--- config.mk ---
export PLATFORM = sky130hd
export DESIGN_NAME = spi_reg_bridge
export DESIGN_NICKNAME = d
export VERILOG_FILES = /design/src/rtl/spi_reg_bridge.sv
export SDC_FILE = /design/constraint.sdc
export NUM_CORES = 1
export LEC_CHECK = 0
export ABC_AREA = 1
export ABC_CLOCK_PERIOD_IN_PS = 3200
export CAP_MARGIN = 20
export CELL_PAD_IN_SITES_DETAIL_PLACEMENT = 0
export CELL_PAD_IN_SITES_GLOBAL_PLACEMENT = 2
export CORE_UTILIZATION = 30
export CTS_CLUSTER_SIZE = 8
export DETAILED_ROUTE_END_ITERATION = 16
export PLACE_DENSITY = 0.89
export SLEW_MARGIN = 20
export SYNTH_ARGS = -nofsm -noshare
export SYNTH_HDL_FRONTEND = slang
export SYNTH_SLANG_ARGS = --single-unit
--- constraint.sdc ---
create_clock -name clk -period 3.2 [get_ports clk]
set_clock_uncertainty 0.05 [all_clocks]
set_input_delay 0.48 -clock clk [delete_from_list [all_inputs] [get_ports clk]]
set_output_delay 0.48 -clock clk [all_outputs]
set_load 0.02 [all_outputs]
--- src/rtl/spi_reg_bridge.sv ---
// spi_reg_bridge: decodes cs-framed SPI command bytes into reads/writes of a local register bank
module spi_reg_bridge #(
  parameter int NUM_REGS = 16,
  parameter int ADDR_W = 4,
  parameter logic [7:0] RESP_IDLE = 8'hA5
) (
  input  logic                  clk,
  input  logic                  rst,
  input  logic                  cs,
  input  logic [7:0]            rx_data,
  input  logic                  rx_valid,
  output logic [7:0]            tx_data,
  output logic                  tx_valid,
  output logic [NUM_REGS*8-1:0] regs_flat,
  output logic                  irq,
  input  logic                  irq_ack
);
  localparam logic [7:0] CMD_WR = 8'h01;
  localparam logic [7:0] CMD_RD = 8'h02;
  localparam logic [7:0] CMD_ST = 8'h03;
  typedef enum logic [2:0] {IDLE, ADDR, WDATA, RDATA, DISCARD} state_t;
  state_t            r_state;
  logic [7:0]        r_cmd;
  logic [ADDR_W-1:0] r_ptr;
  logic [7:0]        r_regs [NUM_REGS];
  logic              r_cs_m, r_cs_s, r_cs_d;
  logic              r_wr_seen, r_err, r_irq;
  logic [7:0]        r_tx_data;
  logic              r_tx_valid;
  logic              w_frame_end, w_act, w_irq_set;
  logic [ADDR_W-1:0] w_ptr_nx, w_addr;
  assign w_frame_end = r_cs_s & ~r_cs_d;
  // a byte arriving on the same cycle as frame_end still belongs to the frame
  assign w_act = rx_valid & (~r_cs_s | w_frame_end);
  assign w_irq_set = w_frame_end & (r_wr_seen | (w_act & (r_state == WDATA)));
  assign w_ptr_nx = r_ptr + 1'b1;
  assign w_addr = rx_data[ADDR_W-1:0];
  assign tx_data = r_tx_data;
  assign tx_valid = r_tx_valid;
  assign irq = r_irq;
  for (genvar i = 0; i < NUM_REGS; i++) begin : g_reg
    assign regs_flat[8*i +: 8] = r_regs[i];
  end
  always_ff @(posedge clk or negedge rst) begin
    if (!rst) begin
      r_state <= IDLE;
      r_cmd <= '0;
      r_ptr <= '0;
      for (int k = 0; k < NUM_REGS; k++) r_regs[k] <= '0;
      r_cs_m <= 1'b1;
      r_cs_s <= 1'b1;
      r_cs_d <= 1'b1;
      r_wr_seen <= 1'b0;
      r_err <= 1'b0;
      r_irq <= 1'b0;
      r_tx_data <= '0;
      r_tx_valid <= 1'b0;
    end else begin
      r_cs_m <= cs;
      r_cs_s <= r_cs_m;
      r_cs_d <= r_cs_s;
      r_tx_valid <= w_act;
      if (w_act) begin
        case (r_state)
          IDLE: begin
            r_cmd <= rx_data;
            if (rx_data == CMD_WR || rx_data == CMD_RD) begin
              r_state <= ADDR;
              r_tx_data <= RESP_IDLE;
            end else if (rx_data == CMD_ST) begin
              r_state <= DISCARD;
              r_tx_data <= {r_irq, r_err, 6'b0};
              r_err <= 1'b0;
            end else begin
              r_state <= DISCARD;
              r_tx_data <= RESP_IDLE;
              r_err <= 1'b1;
            end
          end
          ADDR: begin
            r_ptr <= w_addr;
            r_state <= (r_cmd == CMD_WR) ? WDATA : RDATA;
            r_tx_data <= (r_cmd == CMD_WR) ? RESP_IDLE : r_regs[w_addr];
          end
          WDATA: begin
            r_regs[r_ptr] <= rx_data;
            r_ptr <= w_ptr_nx;
            r_wr_seen <= 1'b1;
            r_tx_data <= 8'h00;
          end
          RDATA: begin
            r_ptr <= w_ptr_nx;
            r_tx_data <= r_regs[w_ptr_nx];
          end
          default: r_tx_data <= 8'h00;
        endcase
      end
      if (w_frame_end) begin
        r_state <= IDLE;
        r_ptr <= '0;
        r_wr_seen <= 1'b0;
      end
      r_irq <= w_irq_set | (r_irq & ~irq_ack);
    end
  end
endmodule

# Word level (Yosys, flattened, before mapping)
# Cells that the tools add are included.
dict set report totals {
  reg_bits 158
  output_inout_bits 138
  elab_cells 93
}
dict set report classes {
  add_sub_neg 1
  order_cmp 4
  n_eq_ne 7
  mux 25
  bitwise_logic 15
  n_reduce_logical 14
}
# operator n
set op_table {}
lappend op_table {{$bwmux 128} 1}
lappend op_table {{$bmux 8 s4} 2}
lappend op_table {{$mux 8} 8}
lappend op_table {{$demux 8 s4} 1}
lappend op_table {{$pmux 8 s3} 1}
lappend op_table {{$eq 8x1->1 const B} 2}
lappend op_table {{$eq 8x2->1 const B} 2}
lappend op_table {{$ge 5x5->1 const B} 3}
lappend op_table {{$not 4->5} 3}
lappend op_table {{$reduce_and 2->1} 5}
lappend op_table {{$mux 3} 3}
lappend op_table {{$mux 4} 2}
lappend op_table {{$pmux 4 s2} 1}
lappend op_table {{$eq 3x2->1 const B} 2}
lappend op_table {{$pmux 3 s2} 1}
lappend op_table {{$reduce_bool 3->1} 2}
lappend op_table {{$and 1x1->1} 5}
lappend op_table {{$lt 5x1->1 const B} 1}
lappend op_table {{$mux 1} 5}
lappend op_table {{$add 4x1->4 const B} 1}
lappend op_table {{$not 1->1} 4}
lappend op_table {{$reduce_bool 2->1} 2}
lappend op_table {{$eq 3x1->1 const B} 1}
lappend op_table {{$logic_not 3->1} 1}
lappend op_table {{5 further kinds} 7}

# Logic depth before layout (Yosys ltp)
dict set report logic_depth {
  ltp_word 8
  depth_mapped 15
  ltp_nobuf 13
}

# Worst setup path after synthesis
# Ideal clock, no wire load.
dict set report synth_path {
  kind {register to register}
  from {reg r_ptr[0]}
  to {reg r_tx_data[4] (netlist: tx_data[4])}
  setup_time_ps 65
  arrival_ps 2258
  t_required_ps 3085
  path_slack_ps 827
  path_stages_with_launch 15
  path_buffers 4
  synth_period_minus_slack_ps 2373
  cell_sequence {dfrtp_1 > buf_2 > clkinv_1 > clkbuf_1 > ha_1 > buf_2 > buf_1 > o21ai_0 > o21ai_0 > nand2_1 > nand3_1 > nand3_1 > nand2_1 > nand2_1 > nand2_1}
}
dict set report synth_between {
  elab_chain_len 6
}
# element line
set synth_lines {}
lappend synth_lines {{start: declaration} 24} ;# logic [ADDR_W-1:0] r_ptr;
lappend synth_lines {{start signal: assignment} 81} ;# r_ptr <= w_addr;
lappend synth_lines {{start signal: assignment} 87} ;# r_ptr <= w_ptr_nx;
lappend synth_lines {{start signal: assignment} 92} ;# r_ptr <= w_ptr_nx;
lappend synth_lines {{$add 4x1->4} 36} ;# assign w_ptr_nx = r_ptr + 1'b1;
lappend synth_lines {{$not 4->5 (implied by the code)} 93} ;# r_tx_data <= r_regs[w_ptr_nx];
lappend synth_lines {{$bmux 8 s4} 93}
lappend synth_lines {{$mux 8 (implied by the code) (2 in series)} 93}
lappend synth_lines {{$pmux 8 s3} 64} ;# case (r_state)
lappend synth_lines {{end signal: assignment} 72} ;# r_tx_data <= {r_irq, r_err, 6'b0};
lappend synth_lines {{end signal: assignment} 83} ;# r_tx_data <= (r_cmd == CMD_WR) ? RESP_IDLE : r_regs[w_addr];
lappend synth_lines {{end signal: assignment} 93}
lappend synth_lines {{end: declaration} 28} ;# logic [7:0] r_tx_data;
# Every way passes these cells. The select of a mux whose other input is x is not followed.
# A chain may end at the register's enable or synchronous reset.

# Worst setup path in the final report
dict set report layout_path {
  from {reg r_state[2]}
  to {reg r_regs, in the netlist regs_flat[75]}
}
dict set report layout_between {
  elab_chain_len 2
}
# element line
set layout_lines {}
lappend layout_lines {{start: declaration} 22} ;# state_t r_state;
lappend layout_lines {{start signal: assignment} 82} ;# r_state <= (r_cmd == CMD_WR) ? WDATA : RDATA;
lappend layout_lines {{$eq 3x2->1} 64}
lappend layout_lines {{$reduce_and 2->1 (no source line)} --}
lappend layout_lines {{end signal: indexed assignment} 86} ;# r_regs[r_ptr] <= rx_data;
lappend layout_lines {{end: declaration} 25} ;# logic [7:0] r_regs [NUM_REGS];
# Every way passes these cells.

==> impl_metrics.csv <==
group,metric,value,unit
run_status,status,"finished with violations",
run_status,violations,"negative hold slack",
floorplanning,io-pin-count,151,
sta,fin_crit_sh,75.1,%
clock_tree,postCtsHoldBufs,0,
floorplanning,floorplan.initialDensity,30.6,%
sta,worst_pin_slew,0.693,ns
global_route,grt_usage,23.3,%
worst_setup_path,timing.rr.end,"regs_flat[75]$_DFFE_PN0P_",
worst_setup_path,reg2reg_depth,5,
sta,holdWs,-0.0234,ns
clock_tree,cts_buffer_depth,2,
clock_tree,cts.reportedPaths.clkPinSlew,0.07,ns
worst_setup_path,r2r_setup_slack,0.80,ns
power,p_per_area,569,nW/µm²
power,p_leak,5.10,nW
sta,tns,0,ns
placed_design,place_congestion,0.870,
worst_setup_path,startpoint_type,"flip-flop",
detailed_routing,ant_nets,0,
worst_setup_path,end_kind,"flip-flop",
worst_setup_path,critPathRequiredTime,3.47,ns
synthesis,yosysWarnings,0,
placed_design,placed_area,10800,µm²
detailed_routing,drc,0,
synthesis,avgSynthCellArea,7.15,µm²
power,p_total,6.51,mW
sta,hold_viol,12,
worst_setup_path,crit_path_end,"regs_flat[75]$_DFFE_PN0P_",
final_layout,drive_gt1_share,6.71,%
floorplanning,die_w,173,µm
worst_setup_path,cpPeakStageDelay,0.60,ns
global_route,grt_pass1_wl,53.1,mm
clock_tree,cts_setup_buffers,0,
detailed_routing,wirelength,34.0,mm
global_route,grt_start_max_net_pins,65,
final_layout,finalNetCount,1389,
power,irDropWorstVdd,320,µV
detailed_routing,wire_per_inst,19.2,µm
sta,rsz0062_at_grt,"false",
sta,relSlewSlack,53.6,%
clock_tree,root_buffer,"clkbuf_16",
placed_design,hpwl,23.9,mm
hold_path,hold_class,"primary input to async pin",
sta,setup_viol,0,
synthesis,synth_edf_count,0,
detailed_routing,dr.first_iter.drc_count,787,
sta,min_period,2.40,ns
worst_setup_path,cp.arrival,2.67,ns
floorplanning,core,28800,µm²
clock_tree,cts_sinks,158,
detailed_routing,drtPass1Iterations,5,
synthesis,ys_seq_area_share,44.9,%
worst_setup_path,r2r-start,"r_state[2]$_DFFE_PN0P_",
clock_tree,cts_max_level,4,
placed_design,post-place-ws,0.484,ns
synthesis,synth_flop_cell,"dfrtp_1",
synthesis,syn_nets,1250,
worst_setup_path,path_depth,5,
global_route,grt_overflow_total,0,
global_route,grt_pass1_vias,8645,
worst_setup_path,worstPathCellList,"nor2_4 > inv_1 > nor3_4 > nand4_1 > o21ai_0",
clock_tree,worstSkewPairLatency,0.43,ns
sta,fmax,0.416,GHz
clock_tree,cts_resized,0,
worst_setup_path,slowest_stage,"nand4_1",
placed_design,port_buffers,150,
flow_run,drv_cap,0,
clock_tree,cts_inserted_buffers,17,
worst_setup_path,critPathKind,"flip-flop to flip-flop",
detailed_routing,vias,8742,
final_layout,num_antenna_cells,0,
worst_setup_path,cp_max_fo,16,
floorplanning,dieArea,30100,µm²
sta,maxSlewViolCount,0,
final_layout,area_delta_synth_final,29.8,%
worst_setup_path,cp-startpoint,"r_state[2]$_DFFE_PN0P_",
synthesis,async_flop_share,100,%
synthesis,ys_ff_latch,158,
detailed_routing,vias_per_cell,4.94,
synthesis,syn-cell-area,8820,µm²
clock_tree,cts_tree,"yes",
final_layout,final_area,11400,µm²
placed_design,place_inst,1737,
sta,worst_slack,0.798,ns
floorplanning,die_y,173,µm
global_route,antenna_found_initial,0,
worst_setup_path,cp.buffers_inverters,1,
floorplanning,rows,62,
synthesis,syn-instance-count,1233,
final_layout,final_cell_count_no_fill,1769,
synthesis,yosys.cell_types.count,29,
worst_setup_path,path_delay_family,"simple AND/OR/NAND/NOR gates",
-- cell type report --
type / count / area [µm²]
fill: 3012 / 17300
multi-input combinational: 879 / 4030
sequential: 158 / 3960
timing repair buffer: 194 / 1870
tap: 384 / 480
clock buffer: 21 / 470
inverter: 122 / 458
clock inverter: 11 / 176
-- cells in the mapped netlist (2+ instances only) --
master      n  area (µm²)
nand3_1   116         581
nand3_4     8         140
dfstp_2     3        78.8
clkinv_1    3        11.3
a21oi_1    25         125
buf_1      10        37.5
ha_1        4        50.1
o21ai_1     7        35.0
inv_1     119         447
o211ai_1   14         105
dfrtp_1   155        3880
nand4_1    26         163
clkbuf_1   37         139
buf_6       7        78.8
buf_2      18        90.1
nor2_1     49         184
nand2_1   443        1660
xor2_1      2        17.5
o22ai_1     3        18.8
nor3_1      3        15.0
o21ai_0   173         866
-- cell families (layout without fill, tap and decap cells) --
| family | Yosys count | after routing | synth area share, % |
|---|---|---|---|
| AND/OR/NAND/NOR | 649 | 649 | 31.8 |
| AO/OA/AOI/OAI | 223 | 223 | 13.1 |
| buffers and inverters | 196 | 348 | 9.39 |
| flip-flops | 158 | 158 | 44.9 |
| adder cells (fa/ha/maj) | 4 | 4 | 0.568 |
| XOR/XNOR | 3 | 3 | 0.298 |
-- where the power goes --
part / switching (mW) / internal [mW] / leakage, nW
registers: 0.159 / 2.16 / 2.14
logic: 1.29 / 0.623 / 2.65
clock network: 0.898 / 1.38 / 0.315
-- layout by cell type (no fill, tap or decap), types with 3 or more instances in the layout --
master and instances:
o22ai_1 3, ha_1 4, dfstp_2 3, clkdlybuf4s50_1 148, clkinv_1 3, o21ai_1 7
buf_4 41, bufinv_16 4, nor3_1 3, o21ai_0 173, clkbuf_16 17, dfrtp_1 154
buf_12 3, nand3_1 116, inv_1 119, nand4_1 26, inv_6 4, nor2_1 49
clkbuf_8 3, nand2_1 443, o211ai_1 14, nand3_4 8, a21oi_1 25
-- per-stage QoR --
stage                     util, %  hold slack, ns
after floorplan                 -           0.134
after global placement       37.5           0.297
after detailed placement     37.5           0.298
after CTS                    39.8         0.00511
after global routing         39.8          0.0228
final                        39.8         -0.0234
-- metal layers --
metal	up-vias	routed length, µm	GRT usage (%)
li1	4248	-	-
met1	4154	15500	31.5
met2	294	16100	38.6
met3	46	1530	2.74
met4	0	833	7.45
met5	-	0	0
-- sequential cells by signal (all words and copies together), names as in the netlist --
| name | count |
|---|---|
| tx_valid | 1 |
| regs_flat | 128 |
| r_state | 3 |
| tx_data | 8 |
| r_err | 1 |
| r_cs_m | 1 |
| r_cs_s | 1 |
| irq | 1 |
| r_ptr | 4 |
| r_cs_d | 1 |
| r_wr_seen | 1 |
| r_cmd | 8 |
-- how the worst min path moves through the flow --
| stage | from | end | slack, ns | depth (start not counted) |
|---|---|---|---|---|
| after global routing | rst | r_cmd[5]$_DFFE_PN0P_ | 0.02 | 1 |
| after detailed placement | r_cs_m$_DFF_PN1_ | r_cs_s$_DFF_PN1_ | 0.30 | 0 |
| after global placement | r_cs_m$_DFF_PN1_ | r_cs_s$_DFF_PN1_ | 0.30 | 0 |
| after floorplan | rst | irq$_DFF_PN0_ | 0.13 | 0 |
| after CTS | rst | r_cmd[4]$_DFFE_PN0P_ | 0.005 | 1 |
| final | rst | r_cmd[5]$_DFFE_PN0P_ | -0.02 | 1 |
-- worst register-to-register path: cells and delay by family, from the launching register on --
family	cells	cell delay [ns]
AO/OA/AOI/OAI	1	0.40
buffers and inverters	1	0.14
flip-flops	1	0.43
AND/OR/NAND/NOR	3	1.26
(Power assumes the default switching activity.)
